`src/rtl/seg_pkg.sv`:
```
// Shared constants for the seven-segment counter: active-low segment codes,
// the blank code and the per-radix digit maxima.
package seg_pkg;

    localparam logic [7:0] SEG_0     = 8'hC0;
    localparam logic [7:0] SEG_1     = 8'hF9;
    localparam logic [7:0] SEG_2     = 8'hA4;
    localparam logic [7:0] SEG_3     = 8'hB0;
    localparam logic [7:0] SEG_4     = 8'h99;
    localparam logic [7:0] SEG_5     = 8'h92;
    localparam logic [7:0] SEG_6     = 8'h82;
    localparam logic [7:0] SEG_7     = 8'hF8;
    localparam logic [7:0] SEG_8     = 8'h80;
    localparam logic [7:0] SEG_9     = 8'h90;
    localparam logic [7:0] SEG_A     = 8'h88;
    localparam logic [7:0] SEG_B     = 8'h83;
    localparam logic [7:0] SEG_C     = 8'hC6;
    localparam logic [7:0] SEG_D     = 8'hA1;
    localparam logic [7:0] SEG_E     = 8'h86;
    localparam logic [7:0] SEG_F     = 8'h8E;
    localparam logic [7:0] SEG_BLANK = 8'hFF;

    localparam logic [3:0] DIG_MAX_DEC = 4'd9;
    localparam logic [3:0] DIG_MAX_HEX = 4'hF;

    // In decimal mode any nibble above 9 is held at 9.
    function automatic logic [3:0] clamp_digit(input logic [3:0] dig, input logic dec);
        logic [3:0] res;
        if (dec && (dig > DIG_MAX_DEC)) begin
            res = DIG_MAX_DEC;
        end else begin
            res = dig;
        end
        return res;
    endfunction

endpackage

```
`src/rtl/seg7_decode.sv`:
```
// Combinational nibble to active-low seven-segment code (bit 7 = DP, always off).
module seg7_decode
    import seg_pkg::*;
(
    input  logic [3:0] nib_i,
    output logic [7:0] seg_o
);

    // Segment lookup for one digit.
    always_comb begin
        seg_o = SEG_BLANK;
        case (nib_i)
            4'h0:    seg_o = SEG_0;
            4'h1:    seg_o = SEG_1;
            4'h2:    seg_o = SEG_2;
            4'h3:    seg_o = SEG_3;
            4'h4:    seg_o = SEG_4;
            4'h5:    seg_o = SEG_5;
            4'h6:    seg_o = SEG_6;
            4'h7:    seg_o = SEG_7;
            4'h8:    seg_o = SEG_8;
            4'h9:    seg_o = SEG_9;
            4'hA:    seg_o = SEG_A;
            4'hB:    seg_o = SEG_B;
            4'hC:    seg_o = SEG_C;
            4'hD:    seg_o = SEG_D;
            4'hE:    seg_o = SEG_E;
            4'hF:    seg_o = SEG_F;
            default: seg_o = SEG_BLANK;
        endcase
    end

endmodule

```
`src/rtl/seg_counter_display.sv`:
```
// Multi-digit up/down BCD/hex counter with prescaler, wrap pulse and a
// registered seven-segment display with optional leading-zero blanking.
module seg_counter_display
    import seg_pkg::*;
#(
    parameter int DIGITS   = 6,
    parameter int TICK_DIV = 50_000_000
) (
    input  logic                  clk,
    input  logic                  reset_n,
    input  logic                  en,
    input  logic                  up,
    input  logic                  mode_dec,
    input  logic                  blank_lz,
    input  logic                  load,
    input  logic [4*DIGITS-1:0]   load_val,
    output logic [4*DIGITS-1:0]   count,
    output logic                  wrap,
    output logic [8*DIGITS-1:0]   hex
);

    localparam int              PW         = $clog2(TICK_DIV);
    localparam logic [PW-1:0]   PRESC_LAST = PW'(TICK_DIV - 1);

    logic [PW-1:0]         presc_q, presc_d;
    logic [4*DIGITS-1:0]   count_q, count_d;
    logic                  wrap_q, wrap_d;
    logic [8*DIGITS-1:0]   hex_q, hex_d;

    logic                  tick_s;
    logic [3:0]            dig_max_s;
    logic [4*DIGITS-1:0]   clamped_s;
    logic [4*DIGITS-1:0]   load_clamped_s;
    logic [4*DIGITS-1:0]   stepped_s;
    logic                  carry_out_s;
    logic [8*DIGITS-1:0]   seg_s;

    assign tick_s    = en && (presc_q == PRESC_LAST);
    assign dig_max_s = mode_dec ? DIG_MAX_DEC : DIG_MAX_HEX;

    // Clamp the held and load values, then ripple a +1/-1 through the digits.
    always_comb begin
        logic carry_v;
        carry_v        = 1'b1;
        clamped_s      = '0;
        load_clamped_s = '0;
        stepped_s      = '0;
        for (int i = 0; i < DIGITS; i++) begin
            clamped_s[4*i +: 4]      = clamp_digit(count_q[4*i +: 4], mode_dec);
            load_clamped_s[4*i +: 4] = clamp_digit(load_val[4*i +: 4], mode_dec);
            if (!carry_v) begin
                stepped_s[4*i +: 4] = clamped_s[4*i +: 4];
            end else if (up) begin
                if (clamped_s[4*i +: 4] == dig_max_s) begin
                    stepped_s[4*i +: 4] = 4'd0;
                    carry_v             = 1'b1;
                end else begin
                    stepped_s[4*i +: 4] = clamped_s[4*i +: 4] + 4'd1;
                    carry_v             = 1'b0;
                end
            end else begin
                if (clamped_s[4*i +: 4] == 4'd0) begin
                    stepped_s[4*i +: 4] = dig_max_s;
                    carry_v             = 1'b1;
                end else begin
                    stepped_s[4*i +: 4] = clamped_s[4*i +: 4] - 4'd1;
                    carry_v             = 1'b0;
                end
            end
        end
        carry_out_s = carry_v;
    end

    // Next-state selection: load beats tick; an idle cycle still applies the clamp.
    always_comb begin
        presc_d = presc_q;
        count_d = clamped_s;
        wrap_d  = 1'b0;
        if (load) begin
            presc_d = '0;
            count_d = load_clamped_s;
        end else if (en) begin
            if (tick_s) begin
                presc_d = '0;
                count_d = stepped_s;
                wrap_d  = carry_out_s;
            end else begin
                presc_d = presc_q + PW'(1);
            end
        end else begin
            presc_d = presc_q;
        end
    end

    for (genvar g = 0; g < DIGITS; g++) begin : g_dec
        seg7_decode u_dec (
            .nib_i (count_q[4*g +: 4]),
            .seg_o (seg_s[8*g +: 8])
        );
    end

    // Blank digits above the most significant non-zero one; digit 0 is always shown.
    always_comb begin
        logic seen_v;
        seen_v = 1'b0;
        hex_d  = {DIGITS{SEG_BLANK}};
        for (int i = DIGITS - 1; i >= 0; i--) begin
            if (count_q[4*i +: 4] != 4'd0) begin
                seen_v = 1'b1;
            end else begin
                seen_v = seen_v;
            end
            if (blank_lz && !seen_v && (i != 0)) begin
                hex_d[8*i +: 8] = SEG_BLANK;
            end else begin
                hex_d[8*i +: 8] = seg_s[8*i +: 8];
            end
        end
    end

    // State and output registers.
    always_ff @(posedge clk or negedge reset_n) begin
        if (!reset_n) begin
            presc_q <= '0;
            count_q <= '0;
            wrap_q  <= 1'b0;
            hex_q   <= {DIGITS{SEG_BLANK}};
        end else begin
            presc_q <= presc_d;
            count_q <= count_d;
            wrap_q  <= wrap_d;
            hex_q   <= hex_d;
        end
    end

    assign count = count_q;
    assign wrap  = wrap_q;
    assign hex   = hex_q;

endmodule

```
`config.mk`:
```
export PLATFORM = sky130hd
export DESIGN_NAME = seg_counter_display
export DESIGN_NICKNAME = d
export VERILOG_FILES = /design/src/rtl/seg_pkg.sv /design/src/rtl/seg7_decode.sv /design/src/rtl/seg_counter_display.sv
export SDC_FILE = /design/constraint.sdc
export NUM_CORES = 1
export LEC_CHECK = 0
export ABC_AREA = 1
export BUFFER_PORTS_ARGS = -buffer_cell sky130_fd_sc_hd__buf_4
export CORE_AREA = 3 3 130 101
export CTS_CLUSTER_SIZE = 25
export DETAILED_ROUTE_END_ITERATION = 12
export DIE_AREA = 0 0 133 104
export GPL_TIMING_DRIVEN = 0
export PLACE_DENSITY = 0.8
export SLEW_MARGIN = 10
export SYNTH_ARGS = -nofsm -noshare
export SYNTH_HDL_FRONTEND = slang
export SYNTH_SLANG_ARGS = --single-unit
```
`constraint.sdc`:
```
create_clock -name clk -period 6.9 [get_ports clk]
set_input_delay 2.07 -clock clk [delete_from_list [all_inputs] [get_ports clk]]
set_output_delay 2.07 -clock clk [all_outputs]
set_load 0.01 [all_outputs]
```
==> results of run 1 <==
## flip-flops by register name, indices dropped and copies added, names as in the netlist
signal	count
wrap	1
hex	42
count	24
presc_q	26
## kinds of logic (layout without fill, tap and decap cells)
kind of cell | count (synthesis) | after routing | share of synthesized area
adder cells (fa/ha/maj) | 50 | 50 | 0.09078
AND/OR/NAND/NOR | 461 | 461 | 0.3010
multiplexers | 1 | 1 | 0.001452
other | 1 | 6 | 0.0005441
AO/OA/AOI/OAI | 168 | 168 | 0.1491
buffers and inverters | 152 | 264 | 0.09023
flip-flops | 93 | 93 | 0.3453
XOR/XNOR | 17 | 17 | 0.02160
## layout by cell type, fill, tap and decap left out, types with 8 or more instances in the layout
cell type | Yosys | routed
dfstp_2 | 42 | 42
o2111ai_1 | 8 | 8
clkbuf_16 | 0 | 10
xor2_1 | 16 | 16
buf_4 | 9 | 104
o211ai_1 | 17 | 17
nor2_1 | 92 | 92
inv_2 | 12 | 12
nand3_1 | 81 | 81
a21oi_1 | 47 | 47
o21ai_0 | 54 | 54
ha_1 | 50 | 50
inv_1 | 104 | 104
a31oi_1 | 8 | 8
clkbuf_1 | 15 | 16
nand2_1 | 214 | 214
nand4_1 | 17 | 17
nor3_1 | 18 | 18
dfrtp_1 | 51 | 51
## final cells by class
type / instances / area [um^2] / share of cell area
plain buffers: 34 / 178.9 / 0.02195
repair buffers: 96 / 724.4 / 0.08887
flip-flops and latches: 93 / 2380 / 0.2919
clock inverters: 2 / 13.76 / 0.001688
inverters: 118 / 442.9 / 0.05434
well taps: 166 / 207.7 / 0.02548
clock buffers: 14 / 295.3 / 0.03622
multi-input cells: 703 / 3909 / 0.4795
## per-stage QoR
stage / area [um^2] / total power [uW]
after global placement: 7839 / 1171
after global routing: 8152 / 1781
after CTS: 8148 / 1690
after detailed placement: 7839 / 1178
final: 8152 / 1687
after floorplan: 6910 / 985.5
## power groups by stage
stage / clock network (uW) / logic, uW / registers [uW]
floorplan: 0 / 279 / 706
global placement: 0 / 489 / 681
detailed placement: 0 / 496 / 682
global route: 534 / 563 / 684
finish: 509 / 504 / 674
CTS: 517 / 500 / 674
## final timing paths
check                                          to  slack, ns  cells after the start
setup reg to reg              count[21]$_DFF_PN0_       3.90                     15
max in group asynchronous     count[22]$_DFF_PN0_       4.55                      1
hold reg to reg            presc_q[0]$_DFFE_PN0P_       0.54                      1
hold / removal             presc_q[0]$_DFFE_PN0P_       0.54                      1
setup / recovery              count[21]$_DFF_PN0_       2.95                     15
min in group asynchronous      count[4]$_DFF_PN0_       1.81                      1
## critical path, delay by kind of cell
kind,cells,cell delay (ns)
simple gates,10,1.40
buf+inv,4,0.44
fa+ha+maj,1,0.26
## per-layer routing
| layer | share of wire | wire (um) |
|---|---|---|
| met5 | 0 | 0 |
| met4 | 0.012 | 220 |
| met3 | 0.088 | 1617 |
| met2 | 0.43 | 7823 |
| met1 | 0.47 | 8696 |
==> results.txt, run 1 <==
Outcome -> complete, no violations
Antenna violations before repair -> 0
Starting DRT DRC Count -> 649
Vias after detailed routing -> 6883
Setup Fix Bufs, Post-CTS -> 0
Vias per cell -> 5.614
Yosys reg bits -> 93
Hold WS -> 0.5371 ns
N_diodes -> 0
Worst VDD drop -> 146.5 uV
Syn avg cell area -> 7.308 um^2
Final period util -> 0.5725
H-tree levels -> 3
IO Port Bufs -> 96
# setup viols final -> 0
Top FF cell, synth -> dfrtp_1
Met3 usage -> 0.05609
Final ANT Viol Nets -> 0
Final Util -> 0.6769
P&R area growth vs syn -> 18.28%
Comb power frac -> 0.299
Sequential fraction of the synthesis area -> 0.3453
Critical path launch point type -> input pin
P_int -> 1130 uW
Sw power -> 556.5 uW
TritonCTS clock tree -> built
Switch share -> 0.3299
Die width -> 133 um
Arr. time, crit path -> 4.18 ns
Static leakage -> 0.003947 uW
CTS buffer count -> 9
Count of final max-slew check failures -> 0
Worst hold path class -> flip-flop to flip-flop
Gr busiest metal -> met1
CP Class -> input pin to flip-flop
Slowest cell on crit path -> nor2_1
Clk_lat worst skew -> 0.35 ns
Gp weighted congestion -> 0.9586
Die height -> 104 um
Met1 Usage GRT -> 0.4101
Skew final -> 0.006139 ns
Root Driver -> clkbuf_16
Post-Syn Instances -> 943
RSZ-0062 raised after global routing -> false
Most used cell along the critical path -> nand2_1
Reg-to-reg startpoint -> count[1]$_DFF_PN0_
# DRC -> 0
Worst Tran Pin Value -> 0.8253 ns
Total Neg Setup Slack -> 0 ns
Final min period -> 3.950 ns
Vias in the first global route -> 6294
Max incr delay on CP -> 0.30 ns
Critical Path End Type -> flip-flop
Setup WS pre-CTS -> 2.634 ns
Clock Power Share -> 0.302
Core area -> 12040 um^2
Asr flop ratio synth -> 1.000
Synth area leaders -> dfrtp_1 (19%), dfstp_2 (16%), nand2_1 (12%)
Hold_sp -> presc_q[0]$_DFFE_PN0P_
Maximum clock rate -> 253.2 MHz
Placed Cells -> 1210
Most frequent cells after synthesis -> nand2_1 (214), inv_1 (104), nor2_1 (92)
# Max-Cap Violations -> 0
Layout Cells excl Fill -> 1226
Critical path startpoint -> mode_dec
Area of the die -> 13830 um^2
Clock Tree Buf Depth -> 2
Routed wire length -> 18360 um
DR pass1 iterations -> 5
Routed WL per cell -> 14.97 um
Worst path cell trace -> buf_4, nand2_1, clkinv_1, nand3_1, inv_1, nor2_1, ha_1, nand2_1, nand2_1, nand4_2, nor2_2, buf_6, nand4_1, nand3_1, nand2_1
Pwr per Cell Area -> 206.9 nW/um^2
Tot GR Track Use -> 0.2677
Worst-path clk slew -> 0.06 ns
Hold Fails Final Rpt -> 0
Met2 GRT Util -> 0.3830
Ports -> 104
Layout cells sized above 1 -> 0.2066
Post-CTS resize count -> 0
Top-count cell post-synth -> nand2_1
Synth top area share -> 0.1852
Initial Util -> 0.5723
WP data required -> 7.13 ns
Leading area contributor after synthesis -> dfrtp_1
Synth cell types -> 55
# fillers -> 1055
Synth Cell Area -> 6892 um^2
TritonCTS Sinks -> 93
Pin count of the biggest net entering global routing -> 94
Post-DP HPWL -> 13500 um
Number of synthesized flops with an enable pin -> 0
Worst-path fanout max -> 10
Synth Warn # -> 0
Slew margin rel. -> 0.4498
Sequential share of power -> 0.399
Nets@finish -> 1136
First-pass GRT wire length -> 30870 um
Final worst slack -> 2.950 ns
Total congestion overflow -> 0
Hold_buf cts -> 0
Num rows -> 35
No activity file was read; power rests on OpenSTA's default activity.
==> inputs of run 2 (changes only) <==
- ABC_AREA: 1 -> 0
- clock period: 6.9 -> 3.7 ns (I/O delays scaled with it)
==> results.txt, run 2 <==
Outcome -> complete, no violations
Final period util -> 0.9531
Asr flop ratio synth -> 1.000 (unchanged)
# fillers -> 1011 (-4.2%)
Critical path launch point type -> input pin
Placed Cells -> 1074 (-11%)
Total Neg Setup Slack -> 0 ns (unchanged)
Vias after detailed routing -> 6596 (-4.2%)
Core area -> 12040 um^2 (unchanged)
Syn avg cell area -> 8.530 um^2 (+17%)
Worst Tran Pin Value -> 0.8806 ns (+0.05539 ns)
Hold WS -> 0.5063 ns (-0.03082 ns)
Starting DRT DRC Count -> 626 (-3.5%)
Skew final -> 0.008174 ns (+0.002035 ns)
N_diodes -> 0 (unchanged)
Vias in the first global route -> 6146 (-2.4%)
Synth cell types -> 79 (+44%)
Antenna violations before repair -> 0 (unchanged)
Tot GR Track Use -> 0.2681 (+0.0004834)
Slew margin rel. -> 0.4075 (-0.04234)
# Max-Cap Violations -> 0 (unchanged)
Ports -> 104 (unchanged)
TritonCTS clock tree -> built
Placed inst area -> 7885 um^2 (+0.59%)
Leading area contributor after synthesis -> dfrtp_1
Initial Util -> 0.5730 (+0.0007272)
Die width -> 133 um (unchanged)
# setup viols final -> 0 (unchanged)
Top-count cell post-synth -> nand2_1
Critical Path End Type -> flip-flop
Most frequent cells after synthesis -> nand2_1 (81), nor2_1 (63), o21ai_0 (53)
Sequential fraction of the synthesis area -> 0.3449 (-0.0004383)
Post-DP HPWL -> 13340 um (-1.2%)
DR pass1 iterations -> 6 (+1)
Root Driver -> clkbuf_16
Arr. time, crit path -> 3.78 ns (-0.40 ns)
Number of flip-flops in the largest register -> 42 (unchanged)
FF/Latch Area -> 2380 um^2 (unchanged)
H-tree levels -> 3 (unchanged)
Layout Cells excl Fill -> 1096 (-11%)
Clock Tree Buf Depth -> 2 (unchanged)
Maximum clock rate -> 283.6 MHz
Fin area -> 8227 um^2 (+0.92%)
Commonest non-fill, non-tap cell in the layout -> buf_4
CTS buffer count -> 9 (unchanged)
Synth Warn # -> 0 (unchanged)
Layout cells sized above 1 -> 0.2194 (+0.01275)
Clk_lat worst skew -> 0.35 ns (about the same)
Worst VDD drop -> 261.3 uV (+78%)
Synth top area share -> 0.1850 (-0.0002350)
Gp weighted congestion -> 0.9205 (-4.0%)
Count of final max-slew check failures -> 0 (unchanged)
Routed WL per cell -> 17.10 um (+14%)
Commonest non-fill, non-tap cells in the layout -> buf_4 (107), nand2_1 (80), nor2_1 (63)
RSZ-0062 raised after global routing -> false
First-pass GRT wire length -> 30920 um (+0.16%)
Area of the die -> 13830 um^2 (unchanged)
Worst-path fanout max -> 10 (unchanged)
Pwr per Cell Area -> 375.1 nW/um^2 (+81%)
Vias per cell -> 6.018 (+7.2%)
Num rows -> 35 (unchanged)
Total congestion overflow -> 0 (unchanged)
R2R cell count -> 12 (-3)
Routed wire length -> 18740 um (+2.1%)
Die height -> 104 um (unchanged)
Yosys reg bits -> 93 (unchanged)
Number of synthesized flops with an enable pin -> 0 (unchanged)
Top FF cell, synth -> dfrtp_1
Final ANT Viol Nets -> 0 (unchanged)
Pin count of the biggest net entering global routing -> 94 (unchanged)
Post-Syn Instances -> 809 (-14%)
IO Port Bufs -> 94 (-2.1%)
Static leakage -> 0.003582 uW (-9.2%)
Final Util -> 0.6831 (+0.006234)
Synth Cell Area -> 6900 um^2 (+0.13%)
# DRC -> 0 (unchanged)
Synth area leaders -> dfrtp_1 (18%), dfstp_2 (16%), ha_1 (9.1%)
Multi-input gate area -> 4165 um^2 (+6.6%)
WP data required -> 3.96 ns (-3.17 ns)
Worst hold path class -> flip-flop to flip-flop
CP Class -> input pin to flip-flop
Worst Hold Path Cells -> 1 (unchanged)
Final min period -> 3.527 ns
Nets@finish -> 1006 (-11%)
Worst-path clk slew -> 0.06 ns (about the same)
Hold Fails Final Rpt -> 0 (unchanged)
P&R area growth vs syn -> 19.22%
TritonCTS Sinks -> 93 (unchanged)
run 2: power by group:
group	internal, uW	switching, uW
sequential	1170	78.7
combinational	408	549
clock	474	405
total	2050	1030
run 2: cell type report:
cell class / count / area share
Multi-Input combinational cell: 620 / 0.5063
Sequential cell: 93 / 0.2893
Timing Repair Buffer: 101 / 0.09308
Buffer: 50 / 0.03057
Clock buffer: 12 / 0.02996
Tap cell: 166 / 0.02525
Inverter: 50 / 0.02281
Clock inverter: 4 / 0.002738
run 2: path summary, 6_finish.rpt:
check	to	slack (ns)	from
max	count[14]$_DFF_PN0_	0.17	mode_dec
min	presc_q[23]$_DFFE_PN0P_	0.51	presc_q[23]$_DFFE_PN0P_
max reg2reg	count[23]$_DFF_PN0_	0.29	count[5]$_DFF_PN0_
min reg2reg	presc_q[23]$_DFFE_PN0P_	0.51	presc_q[23]$_DFFE_PN0P_
max in group asynchronous	count[22]$_DFF_PN0_	2.29	reset_n
min in group asynchronous	count[19]$_DFF_PN0_	0.86	reset_n
run 2: kinds of logic (layout without fill, tap and decap cells):
logic type / Yosys count / in the layout / synth area share
and+or+nand+nor: 278 / 278 / 0.2054
adders and majority gates: 50 / 50 / 0.09066
DFF: 93 / 93 / 0.3449
buffers and inverters: 101 / 217 / 0.05929
xor gates and xnor gates: 29 / 29 / 0.03681
AOI/OAI and AO/OA: 229 / 229 / 0.2189
other: 1 / 6 / 0.0005434
muxes: 28 / 28 / 0.04352
run 2: routing by layer:
| layer | track usage | part of all wire | vias to the layer above |
|---|---|---|---|
| li1 | - | - | 3147 |
| met1 | 0.3875 | 0.45 | 3122 |
| met2 | 0.4163 | 0.46 | 291 |
| met3 | 0.04545 | 0.081 | 36 |
| met4 | 0.07418 | 0.018 | 0 |
| met5 | 0 | 0 | - |
run 2: stage by stage:
| stage | setup WS (ns) | total power [uW] |
|---|---|---|
| 2_1_floorplan | 0.03127 | 1849 |
| 3_3_place_gp | -0.7774 | 2187 |
| 3_5_place_dp | -0.8169 | 2205 |
| 4_1_cts | 0.02464 | 3080 |
| 5_1_grt | 0.01302 | 3255 |
| 6_report | 0.1734 | 3086 |
run 2: repair_timing:
item	CTS	global route
cloned	0	0
buffers inserted	2	5
resized for setup	2	4
endpoints found under the setup margin	16	8
hold buffers	0	0
pin swaps	1	2
run 2: critical path, stage by stage:
cell and delay, ns:
buf_4 0.17, clkbuf_8 0.20, clkbuf_8 0.19, buf_6 0.17
nand3_1 0.10, nand2_2 0.13, ha_4 0.17, or4b_4 0.49
o31a_1 0.22, nor3_4 0.19, buf_6 0.16, mux2_4 0.29
o211ai_1 0.17
==> inputs of run 3 (changes only) <==
- ABC_AREA: 0 -> 1
- HOLD_SLACK_MARGIN: not set -> 0.05
- SLEW_MARGIN: 10 -> not set
==> results.txt, run 3 (same netlist as run 1, synthesis figures left out) <==
Outcome -> complete, no violations
Antenna violations before repair -> 0 (unchanged)
Clk_lat worst skew -> 0.35 ns (about the same)
Die height -> 104 um (unchanged)
Crit path max-delay family -> simple AND/OR/NAND/NOR gates
Critical Path End Type -> flip-flop
CP Class -> flip-flop to flip-flop
Post-CTS resize count -> 0 (-2)
IO Port Bufs -> 96 (+2.1%)
Worst VDD drop -> 273.0 uV (+4.5%)
Die width -> 133 um (unchanged)
Final period util -> 0.8107 (-0.1424)
Routed wire length -> 18370 um (-2.0%)
Setup WS pre-CTS -> 0.3944 ns (+1.211 ns)
Clock Tree Buf Depth -> 2 (unchanged)
Pin count of the biggest net entering global routing -> 94 (unchanged)
# setup viols final -> 0 (unchanged)
Worst Tran Pin Value -> 1.147 ns (+0.2664 ns)
TritonCTS Sinks -> 93 (unchanged)
Max incr delay on CP -> 0.48 ns (about the same)
# Max-Cap Violations -> 0 (unchanged)
Final Util -> 0.6766 (-0.006546)
Sequential share of power -> 0.400 (-0.005)
Maximum clock rate -> 333.4 MHz (+18%)
Setup Fix Bufs, Post-CTS -> 0 (-2)
Commonest non-fill, non-tap cells in the layout -> nand2_1 (214), buf_4 (105), inv_1 (104)
# DRC -> 0 (unchanged)
Final Total Pwr -> 3145 uW (+1.9%)
Final min period -> 3.000 ns (-0.5270 ns)
RSZ-0062 raised after global routing -> false
FF/Latch Area -> 2380 um^2 (unchanged)
Nets@finish -> 1136 (+13%)
# fillers -> 1057 (+4.5%)
Worst-path fanout max -> 10 (unchanged)
Worst hold path class -> flip-flop to flip-flop
Final worst slack -> 0.7004 ns (+0.5270 ns)
P_int -> 2107 uW (+2.6%)
Vias after detailed routing -> 6877 (+4.3%)
Met3 usage -> 0.05609 (+0.01064)
TritonCTS clock tree -> built
Critical path launch point type -> flip-flop
Multi-input gate area -> 3909 um^2 (-6.2%)
Layout cells sized above 1 -> 0.2066 (-0.01275)
Comb power frac -> 0.299 (-0.011)
Root Driver -> clkbuf_16
Hold_buf cts -> 0 (unchanged)
P&R area growth vs syn -> 18.23%
Num rows -> 35 (unchanged)
Slew margin rel. -> 0.2353 (-0.1722)
Met1 Usage GRT -> 0.4101 (+0.02258)
WP data required -> 3.93 ns (-0.03 ns)
Initial Util -> 0.5723 (-0.0007272)
Commonest non-fill, non-tap cell in the layout -> nand2_1
Starting DRT DRC Count -> 649 (+3.7%)
Switch share -> 0.3300 (-0.004468)
Final ANT Viol Nets -> 0 (unchanged)
Slowest cell on crit path -> dfrtp_1
Clock Power Share -> 0.301 (+0.016)
Vias in the first global route -> 6294 (+2.4%)
Worst path cell trace -> inv_1, ha_1, nand3_1, nand3_1, inv_1, nor2_1, ha_1, nand2_1, nand2_1, nand4_2, nor2_2, buf_6, nand4_1, nand3_1, nand2_1
Tot GR Track Use -> 0.2677 (-0.0004834)
N_diodes -> 0 (unchanged)
Static leakage -> 0.003946 uW (+10%)
CTS buffer count -> 9 (unchanged)
Vias per cell -> 5.609 (-6.8%)
H-tree levels -> 3 (unchanged)
Count of final max-slew check failures -> 0 (unchanged)
DR pass1 iterations -> 5 (-1)
First-pass GRT wire length -> 30870 um (-0.16%)
Ports -> 104 (unchanged)
Sw power -> 1038 uW (+0.58%)
Met2 GRT Util -> 0.3830 (-0.03333)
Pwr per Cell Area -> 386.0 nW/um^2 (+2.9%)
Skew final -> 0.005988 ns (-0.002185 ns)
Arr. time, crit path -> 3.23 ns (-0.55 ns)
Total congestion overflow -> 0 (unchanged)
Gr busiest metal -> met1
Core area -> 12040 um^2 (unchanged)
Area of the die -> 13830 um^2 (unchanged)
Post-DP HPWL -> 13500 um (+1.2%)
Number of flip-flops in the largest register -> 42 (unchanged)
Gp weighted congestion -> 0.9586 (+4.1%)
Worst Path Buf+Inv -> 3 (-2)
Routed WL per cell -> 14.98 um (-12%)
Total Neg Setup Slack -> 0 ns (unchanged)
Worst-path clk slew -> 0.07 ns (about the same)
Hold Fails Final Rpt -> 0 (unchanged)
[run 3: cell count changes in the layout (fill, tap and decap cells not counted), moves of 20 or more]
cell      delta
nand2_1    +134
nor2_1      +29
clkbuf_1    -22
nand3_1     +40
inv_1       +57
mux2i_1     -20
[run 3: power groups by stage]
stage | clock network (uW) | logic [uW] | registers, uW
5_1_grt | 996 | 1050 | 1270
2_1_floorplan | 0 | 521 | 1320
3_5_place_dp | 0 | 925 | 1270
3_3_place_gp | 0 | 913 | 1270
6_report | 948 | 940 | 1260
4_1_cts | 964 | 932 | 1260
[run 3: final timing paths]
check                                       startpoint                      to  slack (ns)  cells after the start
worst min register to register  presc_q[0]$_DFFE_PN0P_  presc_q[0]$_DFFE_PN0P_        0.54                      1
worst max-delay path                count[1]$_DFF_PN0_     count[21]$_DFF_PN0_        0.70                     15
min in group asynchronous                      reset_n      count[4]$_DFF_PN0_        1.00                      1
worst min-delay path            presc_q[0]$_DFFE_PN0P_  presc_q[0]$_DFFE_PN0P_        0.54                      1
max in group asynchronous                      reset_n     count[22]$_DFF_PN0_        1.98                      1
worst max register to register      count[1]$_DFF_PN0_     count[21]$_DFF_PN0_        0.70                     15
[run 3: per-layer routing]
layer	up-vias	part of all wire	routed length [um]
met5	-	0	0
met4	0	0.012	228
met1	3201	0.48	8740
li1	3351	-	-
met3	21	0.084	1550
met2	304	0.43	7847
[run 3: cell type report]
cell class | instances | share of cell area
plain buffers | 34 | 0.02196
clock buffers | 14 | 0.03624
multi-input cells | 703 | 0.4797
repair buffers | 96 | 0.08845
inverters | 118 | 0.05436
flip-flops and latches | 93 | 0.2921
clock inverters | 2 | 0.001689
well taps | 166 | 0.02549
[run 3: stage by stage]
| step | std cells | hold WS [ns] | cell area [um^2] |
|---|---|---|---|
| after global routing | 1226 | 0.5580 | 8148 |
| after detailed placement | 1210 | 0.5260 | 7839 |
| after global placement | 1210 | 0.5172 | 7839 |
| after CTS | 1226 | 0.5426 | 8148 |
| final | 1226 | 0.5371 | 8148 |
| after floorplan | 948 | 0.4969 | 6910 |
